==> config.mk <==
export PLATFORM = sky130hd
export DESIGN_NAME = fp16_align_sched
export DESIGN_NICKNAME = d
export VERILOG_FILES = /design/src/rtl/fp16_pkg.sv /design/src/rtl/fp16_rr_arb2.sv /design/src/rtl/fp16_align_sched.sv
export SDC_FILE = /design/constraint.sdc
export NUM_CORES = 1
export LEC_CHECK = 0
export ABC_AREA = 1
export ABC_CLOCK_PERIOD_IN_PS = 2740
export CAP_MARGIN = 20
export CORE_MARGIN = 2
export CORE_UTILIZATION = 44
export CTS_BUF_LIST = sky130_fd_sc_hd__clkbuf_8
export DETAILED_ROUTE_END_ITERATION = 8
export GPL_TIMING_DRIVEN = 0
export PLACE_DENSITY_LB_ADDON = 0.15
export SETUP_SLACK_MARGIN = 0.2
export SLEW_MARGIN = 25
export SYNTH_ARGS = -nofsm -noshare
export SYNTH_HDL_FRONTEND = slang
export SYNTH_SLANG_ARGS = --single-unit
==> constraint.sdc <==
create_clock -name clk -period 2.74 [get_ports clk]
set_clock_uncertainty 0.1 [all_clocks]
set_input_delay 0.274 -clock clk [delete_from_list [all_inputs] [get_ports clk]]
set_output_delay 0.274 -clock clk [all_outputs]
set_load 0.02 [all_outputs]
==> src/rtl/fp16_pkg.sv <==
// ============================================================================
// Module   : fp16_pkg
// Purpose  : Shared fp16 field geometry, scheduler FSM state type and field
//            extraction helpers for the fp16 alignment scheduler.
// Revision : 1.0 - initial release
// ============================================================================
`default_nettype none

package fp16_pkg;

    localparam int FP16_EXP_W    = 5;
    localparam int FP16_MANT_W   = 10;
    localparam int FP16_SIGN_BIT = 15;
    localparam int FP16_EXP_MSB  = 14;
    localparam int FP16_EXP_LSB  = 10;

    typedef enum logic [1:0] {
        IDLE  = 2'd0,
        ALIGN = 2'd1,
        RESP  = 2'd2
    } fsm_state_t;

    function automatic logic [FP16_EXP_W-1:0] fp16_exp(input logic [15:0] op);
        return op[FP16_EXP_MSB:FP16_EXP_LSB];
    endfunction

    function automatic logic [FP16_MANT_W-1:0] fp16_mant(input logic [15:0] op);
        return op[FP16_MANT_W-1:0];
    endfunction

endpackage

`default_nettype wire

==> src/rtl/fp16_rr_arb2.sv <==
// ============================================================================
// Module   : fp16_rr_arb2
// Purpose  : Two-way round-robin arbiter. A lone request is granted directly;
//            on a tie the requester that was NOT granted last wins.
// Ports    : req[1:0]  - request vector
//            last_gnt  - index of the requester granted most recently
//            gnt[1:0]  - one-hot grant (all zero when no request)
// Revision : 1.0 - initial release
// ============================================================================
`default_nettype none

module fp16_rr_arb2 (
    input  logic [1:0] req,
    input  logic       last_gnt,
    output logic [1:0] gnt
);

    always_comb begin
        gnt = 2'b00;
        case (req)
            2'b01:   gnt = 2'b01;
            2'b10:   gnt = 2'b10;
            2'b11:   gnt = last_gnt ? 2'b01 : 2'b10;
            default: gnt = 2'b00;
        endcase
    end

endmodule

`default_nettype wire

==> src/rtl/fp16_align_sched.sv <==
// ============================================================================
// Module   : fp16_align_sched
// Purpose  : Schedules operand pairs from two requesters onto one external
//            combinational fp16 alignment unit and returns the aligned result
//            with a ready/valid response handshake.
//            IDLE -> (accept) -> ALIGN -> RESP -> (rsp handshake) -> IDLE
// Ports    : clk, rst_n (async, active low)
//            req{0,1}_valid/ready, req{0,1}_opa/opb  - requester side
//            aln_exp_a/b, aln_mant_a/b               - registered unit drive
//            aln_mant_a_out/b_out, aln_exp_out,
//            aln_sticky, aln_exc                     - unit results
//            rsp_valid/ready, rsp_id, rsp_*          - response side
//            exc_count[7:0]                          - optional, see below
// Config   : FP16_ALIGN_SCHED_EXC_CNT_EN adds exc_count, a saturating count of
//            response handshakes carrying rsp_exc=1.
// Revision : 1.0 - initial release
// ============================================================================
`default_nettype none

module fp16_align_sched
    import fp16_pkg::*;
(
    input  logic                   clk,
    input  logic                   rst_n,

    input  logic                   req0_valid,
    input  logic                   req1_valid,
    output logic                   req0_ready,
    output logic                   req1_ready,
    input  logic [15:0]            req0_opa,
    input  logic [15:0]            req0_opb,
    input  logic [15:0]            req1_opa,
    input  logic [15:0]            req1_opb,

    output logic [FP16_EXP_W-1:0]  aln_exp_a,
    output logic [FP16_EXP_W-1:0]  aln_exp_b,
    output logic [FP16_MANT_W-1:0] aln_mant_a,
    output logic [FP16_MANT_W-1:0] aln_mant_b,
    input  logic [FP16_MANT_W-1:0] aln_mant_a_out,
    input  logic [FP16_MANT_W-1:0] aln_mant_b_out,
    input  logic [FP16_EXP_W-1:0]  aln_exp_out,
    input  logic                   aln_sticky,
    input  logic                   aln_exc,

    output logic                   rsp_valid,
    input  logic                   rsp_ready,
    output logic                   rsp_id,
    output logic [FP16_MANT_W-1:0] rsp_mant_a,
    output logic [FP16_MANT_W-1:0] rsp_mant_b,
    output logic [FP16_EXP_W-1:0]  rsp_exp,
    output logic                   rsp_sticky,
    output logic                   rsp_exc,
    output logic                   rsp_sign_a,
    output logic                   rsp_sign_b
`ifdef FP16_ALIGN_SCHED_EXC_CNT_EN
    ,
    output logic [7:0]             exc_count
`endif
);

    fsm_state_t             r_state;
    fsm_state_t             w_next_state;

    logic                   r_last_gnt;
    logic [1:0]             w_gnt;
    logic                   w_accept;
    logic                   w_sel_id;
    logic [15:0]            w_sel_opa;
    logic [15:0]            w_sel_opb;
    logic                   w_rsp_fire;

    logic [FP16_EXP_W-1:0]  r_aln_exp_a;
    logic [FP16_EXP_W-1:0]  r_aln_exp_b;
    logic [FP16_MANT_W-1:0] r_aln_mant_a;
    logic [FP16_MANT_W-1:0] r_aln_mant_b;
    logic                   r_sign_a;
    logic                   r_sign_b;
    logic                   r_id;
    logic [FP16_MANT_W-1:0] r_rsp_mant_a;
    logic [FP16_MANT_W-1:0] r_rsp_mant_b;
    logic [FP16_EXP_W-1:0]  r_rsp_exp;
    logic                   r_rsp_sticky;
    logic                   r_rsp_exc;

    // Requests only compete while IDLE, so a grant outside IDLE can never
    // turn into a ready or an accept.
    fp16_rr_arb2 u_arb (
        .req      ({req1_valid, req0_valid}),
        .last_gnt (r_last_gnt),
        .gnt      (w_gnt)
    );

    assign w_accept   = (r_state == IDLE) && (w_gnt != 2'b00);
    assign w_sel_id   = w_gnt[1];
    assign w_sel_opa  = w_sel_id ? req1_opa : req0_opa;
    assign w_sel_opb  = w_sel_id ? req1_opb : req0_opb;
    assign w_rsp_fire = (r_state == RESP) && rsp_ready;

    assign req0_ready = (r_state == IDLE) && w_gnt[0];
    assign req1_ready = (r_state == IDLE) && w_gnt[1];

    // ------------------------------------------------------------------
    // FSM
    // ------------------------------------------------------------------
    always_ff @(posedge clk or negedge rst_n) begin
        if (!rst_n) begin
            r_state <= IDLE;
        end else begin
            r_state <= w_next_state;
        end
    end

    always_comb begin
        w_next_state = r_state;
        case (r_state)
            IDLE:    if (w_accept)   w_next_state = ALIGN;
            ALIGN:                   w_next_state = RESP;
            RESP:    if (rsp_ready)  w_next_state = IDLE;
            default:                 w_next_state = IDLE;
        endcase
    end

    // ------------------------------------------------------------------
    // Datapath: operand capture on accept, result capture in ALIGN.
    // Result registers are only written in ALIGN, so they stay frozen for
    // as long as RESP is back-pressured.
    // ------------------------------------------------------------------
    always_ff @(posedge clk or negedge rst_n) begin
        if (!rst_n) begin
            r_last_gnt   <= 1'b1;
            r_aln_exp_a  <= '0;
            r_aln_exp_b  <= '0;
            r_aln_mant_a <= '0;
            r_aln_mant_b <= '0;
            r_sign_a     <= 1'b0;
            r_sign_b     <= 1'b0;
            r_id         <= 1'b0;
            r_rsp_mant_a <= '0;
            r_rsp_mant_b <= '0;
            r_rsp_exp    <= '0;
            r_rsp_sticky <= 1'b0;
            r_rsp_exc    <= 1'b0;
        end else begin
            if (w_accept) begin
                r_aln_exp_a  <= fp16_exp(w_sel_opa);
                r_aln_exp_b  <= fp16_exp(w_sel_opb);
                r_aln_mant_a <= fp16_mant(w_sel_opa);
                r_aln_mant_b <= fp16_mant(w_sel_opb);
                r_sign_a     <= w_sel_opa[FP16_SIGN_BIT];
                r_sign_b     <= w_sel_opb[FP16_SIGN_BIT];
                r_id         <= w_sel_id;
                r_last_gnt   <= w_sel_id;
            end
            if (r_state == ALIGN) begin
                r_rsp_mant_a <= aln_mant_a_out;
                r_rsp_mant_b <= aln_mant_b_out;
                r_rsp_exp    <= aln_exp_out;
                r_rsp_sticky <= aln_sticky;
                r_rsp_exc    <= aln_exc;
            end
        end
    end

    assign aln_exp_a  = r_aln_exp_a;
    assign aln_exp_b  = r_aln_exp_b;
    assign aln_mant_a = r_aln_mant_a;
    assign aln_mant_b = r_aln_mant_b;

    assign rsp_valid  = (r_state == RESP);
    assign rsp_id     = r_id;
    assign rsp_mant_a = r_rsp_mant_a;
    assign rsp_mant_b = r_rsp_mant_b;
    assign rsp_exp    = r_rsp_exp;
    assign rsp_sticky = r_rsp_sticky;
    assign rsp_exc    = r_rsp_exc;
    assign rsp_sign_a = r_sign_a;
    assign rsp_sign_b = r_sign_b;

`ifdef FP16_ALIGN_SCHED_EXC_CNT_EN
    logic [7:0] r_exc_count;

    always_ff @(posedge clk or negedge rst_n) begin
        if (!rst_n) begin
            r_exc_count <= 8'd0;
        end else if (w_rsp_fire && r_rsp_exc && (r_exc_count != 8'hFF)) begin
            r_exc_count <= r_exc_count + 8'd1;
        end
    end

    assign exc_count = r_exc_count;
`else
    // Handshake strobe only feeds the optional counter.
    logic w_unused;
    assign w_unused = w_rsp_fire;
`endif

endmodule

`default_nettype wire

* Yosys cells after proc, flatten, opt, wreduce, memory -nomap -nowiden *
Index checks and enable logic that the tools add are counted.

word-level totals
  register bits = 63
  input bits = 96
  output and inout port bits = 63
  logic and storage cells = 34

operators by class
  equality and inequality tests = 7
  muxes and demuxes = 7
  reductions and logical operators = 6

operator list
  kind                                                                    number
  16-bit two-way mux                                                      2
  2-bit one-hot mux with 3 select lines                                   2
  2-bit equality test (second input constant)                             3
  2-bit two-way mux                                                       3
  2-bit by 1-bit equality test with 1-bit output (second input constant)  2
  1-bit logical AND                                                       3
  2-bit zero test                                                         1
  2-bit by 1-bit != test with 1-bit output (second input constant)        1
  2-bit != test (second input constant)                                   1
  2-bit AND reduction                                                     1
  2-bit nonzero test                                                      1

* Logic depth before layout (Yosys ltp) *
  depth in word-level cells = 6
  gate-level depth with buffers = 7
  depth with buffers taken out = 6

* By module *
A second synthesis with hierarchy kept.

second synthesis, totals
  cell total of the unflattened synthesis = 383
  area, all modules = 2902.8 um2

by module, submodules not included
  module            times used  cells an instance  area each (um2)  sequential area each (um2)
  fp16_align_sched  1           378                2881.5           1577.8
  fp16_rr_arb2      1           5                  21.3             0.0

* Least setup slack after synthesis *
OpenSTA, ideal clock, no wires.

  kind = register to output
  start = register r_last_gnt
  end = output req0_ready
  data arrival time = 1.221 ns
  data required time = 2.366 ns
  path slack = 1.145 ns
  cell stages (with the launch flop) = 6
  buffers on the path = 1
  cells stage by stage = dfstp_2 inv_1 nand3_1 buf_2 nand2_1 nor2_1

on the way
  longest elaborated chain between the ends = 3

RTL lines
  item                                   line                     text
  from (decl)                            fp16_align_sched.sv:64   logic r_last_gnt;
  from (signal assigned)                 fp16_align_sched.sv:152  r_last_gnt <= w_sel_id;
  2-bit two-way mux                      fp16_rr_arb2.sv:23       2'b11: gnt = last_gnt ? 2'b01 : 2'b10;
  2-bit one-hot mux with 3 select lines  fp16_rr_arb2.sv:20       case (req)
  1-bit logical AND                      fp16_align_sched.sv:99   assign req0_ready = (r_state == IDLE) && w_gnt[0];
  to (decl)                              fp16_align_sched.sv:28   output logic req0_ready,

No other way between the ends.

* Worst setup path in the final report *
Same ends and word-level chain as after synthesis.

==> flow_summary_export.csv <==
group,metric,value,unit
detailed_routing,dr_wl_met2,4268,um
yosys,syn_area,3080,um2
worst_setup_path,regToRegStartpoint,"r_last_gnt",
worst_setup_path,cp_top_family,"buffers and inverters",
die,dieWidth,87.67,um
yosys,yosys_warnings,0,
worst_setup_path,worstPathArrival,1.97,ns
timing,fmax,426.8,MHz
placement,placed_cell_area,4800,um2
worst_setup_path,path_cells,"inv_1, nand3_1, buf_2, nand2_1, nor2_1, dlygate4sd2_1",
worst_setup_path,rr_endpoint,"aln_mant_b[0]",
global_routing,antenna_found_initial,0,
worst_setup_path,r2r_cells,6,
layout,drive_gt1_share,7.458,%
yosys,ys_seq_elements,63,
die,ios,159,
detailed_routing,wl_met3,659,um
worst_setup_path,critPathLaunchType,"register",
yosys,syn_area_per_cell,7.441,um2
die,die_h,87.67,um
hold_path,hold_path_class,"in -> async",
yosys,synth_largest_area_cell,"dfrtp_1",
clock_tree,clkSlewWorstSetupHoldPaths,0.07,ns
yosys,synth_cell_types,13,
timing,hold_ws,0.3065,ns
global_routing,grt_pass1_wl,13980,um
yosys,syn-num-nets,510,
detailed_routing,post_drt_via_cell_ratio,4.631,
timing,hold_viol_final,0,
detailed_routing,drtIter0Drc,167,
detailed_routing,via_count,3177,
timing,relSlewSlack,72.61,%
clock_tree,clk_path_buf_depth,2,
worst_setup_path,crit_type,"reg -> out",
clock_tree,cts_setup_buffers,0,
clock_tree,clock_latency,0.33,ns
global_routing,grt_max_degree,34,
placement,portBuffers,158,
detailed_routing,dr.pass1.iters,4,
global_routing,grt_use_total,23.46,%
placement,place_inst,669,
detailed_routing,ant_nets,0,
clock_tree,clock-root-buffer,"clkbuf_8",
layout,nNetsFinal,681,
run,drv_cap,0,
timing,rsz0062_at_grt,"no",
worst_setup_path,cp-startpoint,"r_last_gnt",
yosys,yosys-top-cells-area,"dfrtp_1, nand2_1, nand3_1, inv_1, buf_2",
die,row_count,30,
worst_setup_path,worst-path-max-fanout,10,
power_and_ir_drop,power_density,1059,nW/um2
layout,diodes,0,
clock_tree,clock-sinks,63,
clock_tree,cts_made_buffers,9,
die,coreArea,6794,um2
worst_setup_path,cp.depth,6,
worst_setup_path,crit_required,2.37,ns
detailed_routing,highest_layer,"met4",
clock_tree,cts_tree,"done",
yosys,syn_inst,414,
global_routing,overflow,0,
power_and_ir_drop,leakage,2.661,nW
power_and_ir_drop,ir_worst_vdd,670.3,uV
placement,gp_congestion,0.7629,
global_routing,grt_pass1_vias,3048,
worst_setup_path,cp.buffers_inverters,3,
worst_setup_path,cp-endpoint,"req0_ready",
timing,tns,0,ns
yosys,synth_top_area_share,50.37,%
detailed_routing,detail_route.wl_per_cell,12.60,um
timing,finalMaxSlewViolations,0,
layout,syn_to_final_growth,62.84,%
worst_setup_path,max_stage_delay,0.56,ns
die,start_util,45.34,%
detailed_routing,wl_met1,3554,um
run_status,status,"complete, no violations",
detailed_routing,drc,0,
worst_setup_path,r2r_setup_slack,1.20,ns
placement,place_hpwl,6450,um
layout,stdcell_area,5016,um2
clock_tree,cts-htree-levels,3,
layout,instances_no_fill,686,
detailed_routing,wl,8645,um
die,dieArea,7686,um2
worst_setup_path,critPathSlowestCell,"dfstp_2",
timing,setup_viol,0,
timing,fin_crit_sh,85.51,%
yosys,seq_area_frac_synth,51.22,%
timing,worst_pin_slew,0.4108,ns
worst_setup_path,end_kind,"output port",
timing,min_period,2.343,ns
## power breakdown
| group | switching, mW | total [mW] | leakage, nW | internal, mW |
|---|---|---|---|---|
| clock network | 0.349 | 0.772 | 0.103 | 0.423 |
| logic | 1.58 | 2.89 | 1.79 | 1.31 |
| registers | 0.246 | 1.65 | 0.770 | 1.40 |
## timing repair
action                     in CTS  in global routing
resized for setup               1                  3
hold endpoints to repair       29                  0
hold buffers                    1                  0
setup endpoints to repair       1                  1
## flip-flops by register name, indices dropped and copies added, names as in the netlist, 2 cells and up
| name | count |
|---|---|
| rsp_exp | 5 |
| aln_exp_b | 5 |
| aln_mant_a | 10 |
| aln_mant_b | 10 |
| rsp_mant_a | 10 |
| aln_exp_a | 5 |
| r_state | 2 |
| rsp_mant_b | 10 |
## cells in the final DEF, fill, tap and decap left out
master / Yosys / layout
clkinv_2: 0 / 1
inv_1: 71 / 72
dlygate4sd3_1: 0 / 1
buf_2: 17 / 16
nor2_4: 1 / 1
dfstp_2: 1 / 1
buf_4: 3 / 4
inv_2: 1 / 1
nand3_1: 92 / 92
buf_6: 3 / 3
dlygate4sd2_1: 0 / 1
a21oi_4: 0 / 1
o21ai_0: 2 / 2
nand2_1: 157 / 157
clkbuf_4: 0 / 1
clkinvlp_4: 0 / 1
clkbuf_8: 0 / 13
buf_12: 0 / 1
nor2_1: 3 / 3
dlymetal6s2s_1: 0 / 1
clkdlybuf4s50_1: 0 / 155
dfrtp_1: 62 / 62
## layout make-up
cell class,instances,area [um2]
Sequential cell,63,1578
Buffer,23,143.9
Timing Repair Buffer,160,1610
Multi-Input combinational cell,256,1099
Fill cell,547,1778
Inverter,72,270.3
Tap cell,96,120.1
Clock inverter,3,16.27
Clock buffer,13,178.9
## how the worst min path moves through the flow
stage,depth (start not counted),slack (ns),start,to
after global placement,2,0.35,rsp_mant_a[3],rsp_mant_a[3]
after floorplan,0,-0.12,rst_n,aln_exp_a[0]
after detailed placement,1,0.13,rst_n,aln_mant_a[8]
final,2,0.31,rst_n,aln_mant_a[8]
after global routing,2,0.34,rst_n,aln_mant_a[8]
after CTS,2,0.31,rst_n,aln_mant_a[8]
## stage by stage
| step | total power [mW] | util (%) | setup slack (ns) |
|---|---|---|---|
| after floorplan | 3.195 | - | 1.145 |
| after global placement | 4.502 | 70.39 | -0.7860 |
| after detailed placement | 4.559 | 70.64 | 0.2118 |
| after CTS | 5.350 | 73.65 | 0.2117 |
| after global routing | 5.696 | 73.83 | 0.2684 |
| final | 5.311 | 73.83 | 0.3969 |
## logic make-up after synthesis
logic type,count (synthesis),synth area share [%]
DFF,63,51.22
AOI/OAI and AO/OA,3,0.6093
and+or+nand+nor,253,34.81
buffers and inverters,95,13.36
## Yosys cell counts
master	n
a21oi_2	1
buf_2	17
buf_4	3
buf_6	3
dfrtp_1	62
dfstp_2	1
inv_1	71
inv_2	1
nand2_1	157
nand3_1	92
nor2_1	3
nor2_4	1
o21ai_0	2
## worst register-to-register path, stage by stage (launching register included)
cell and delay [ns]:
dfstp_2 0.56, inv_1 0.06, nand3_1 0.18, buf_2 0.27, nand3_1 0.11, nand3_1 0.09, nand2_1 0.05
## metal layers
metal  vias up  GRT usage, %
met3        14         5.749
met5         -             0
met2       118         38.77
met1      1450         29.52
li1       1595             -
met4         0         9.650
(Power assumes the default switching activity.)
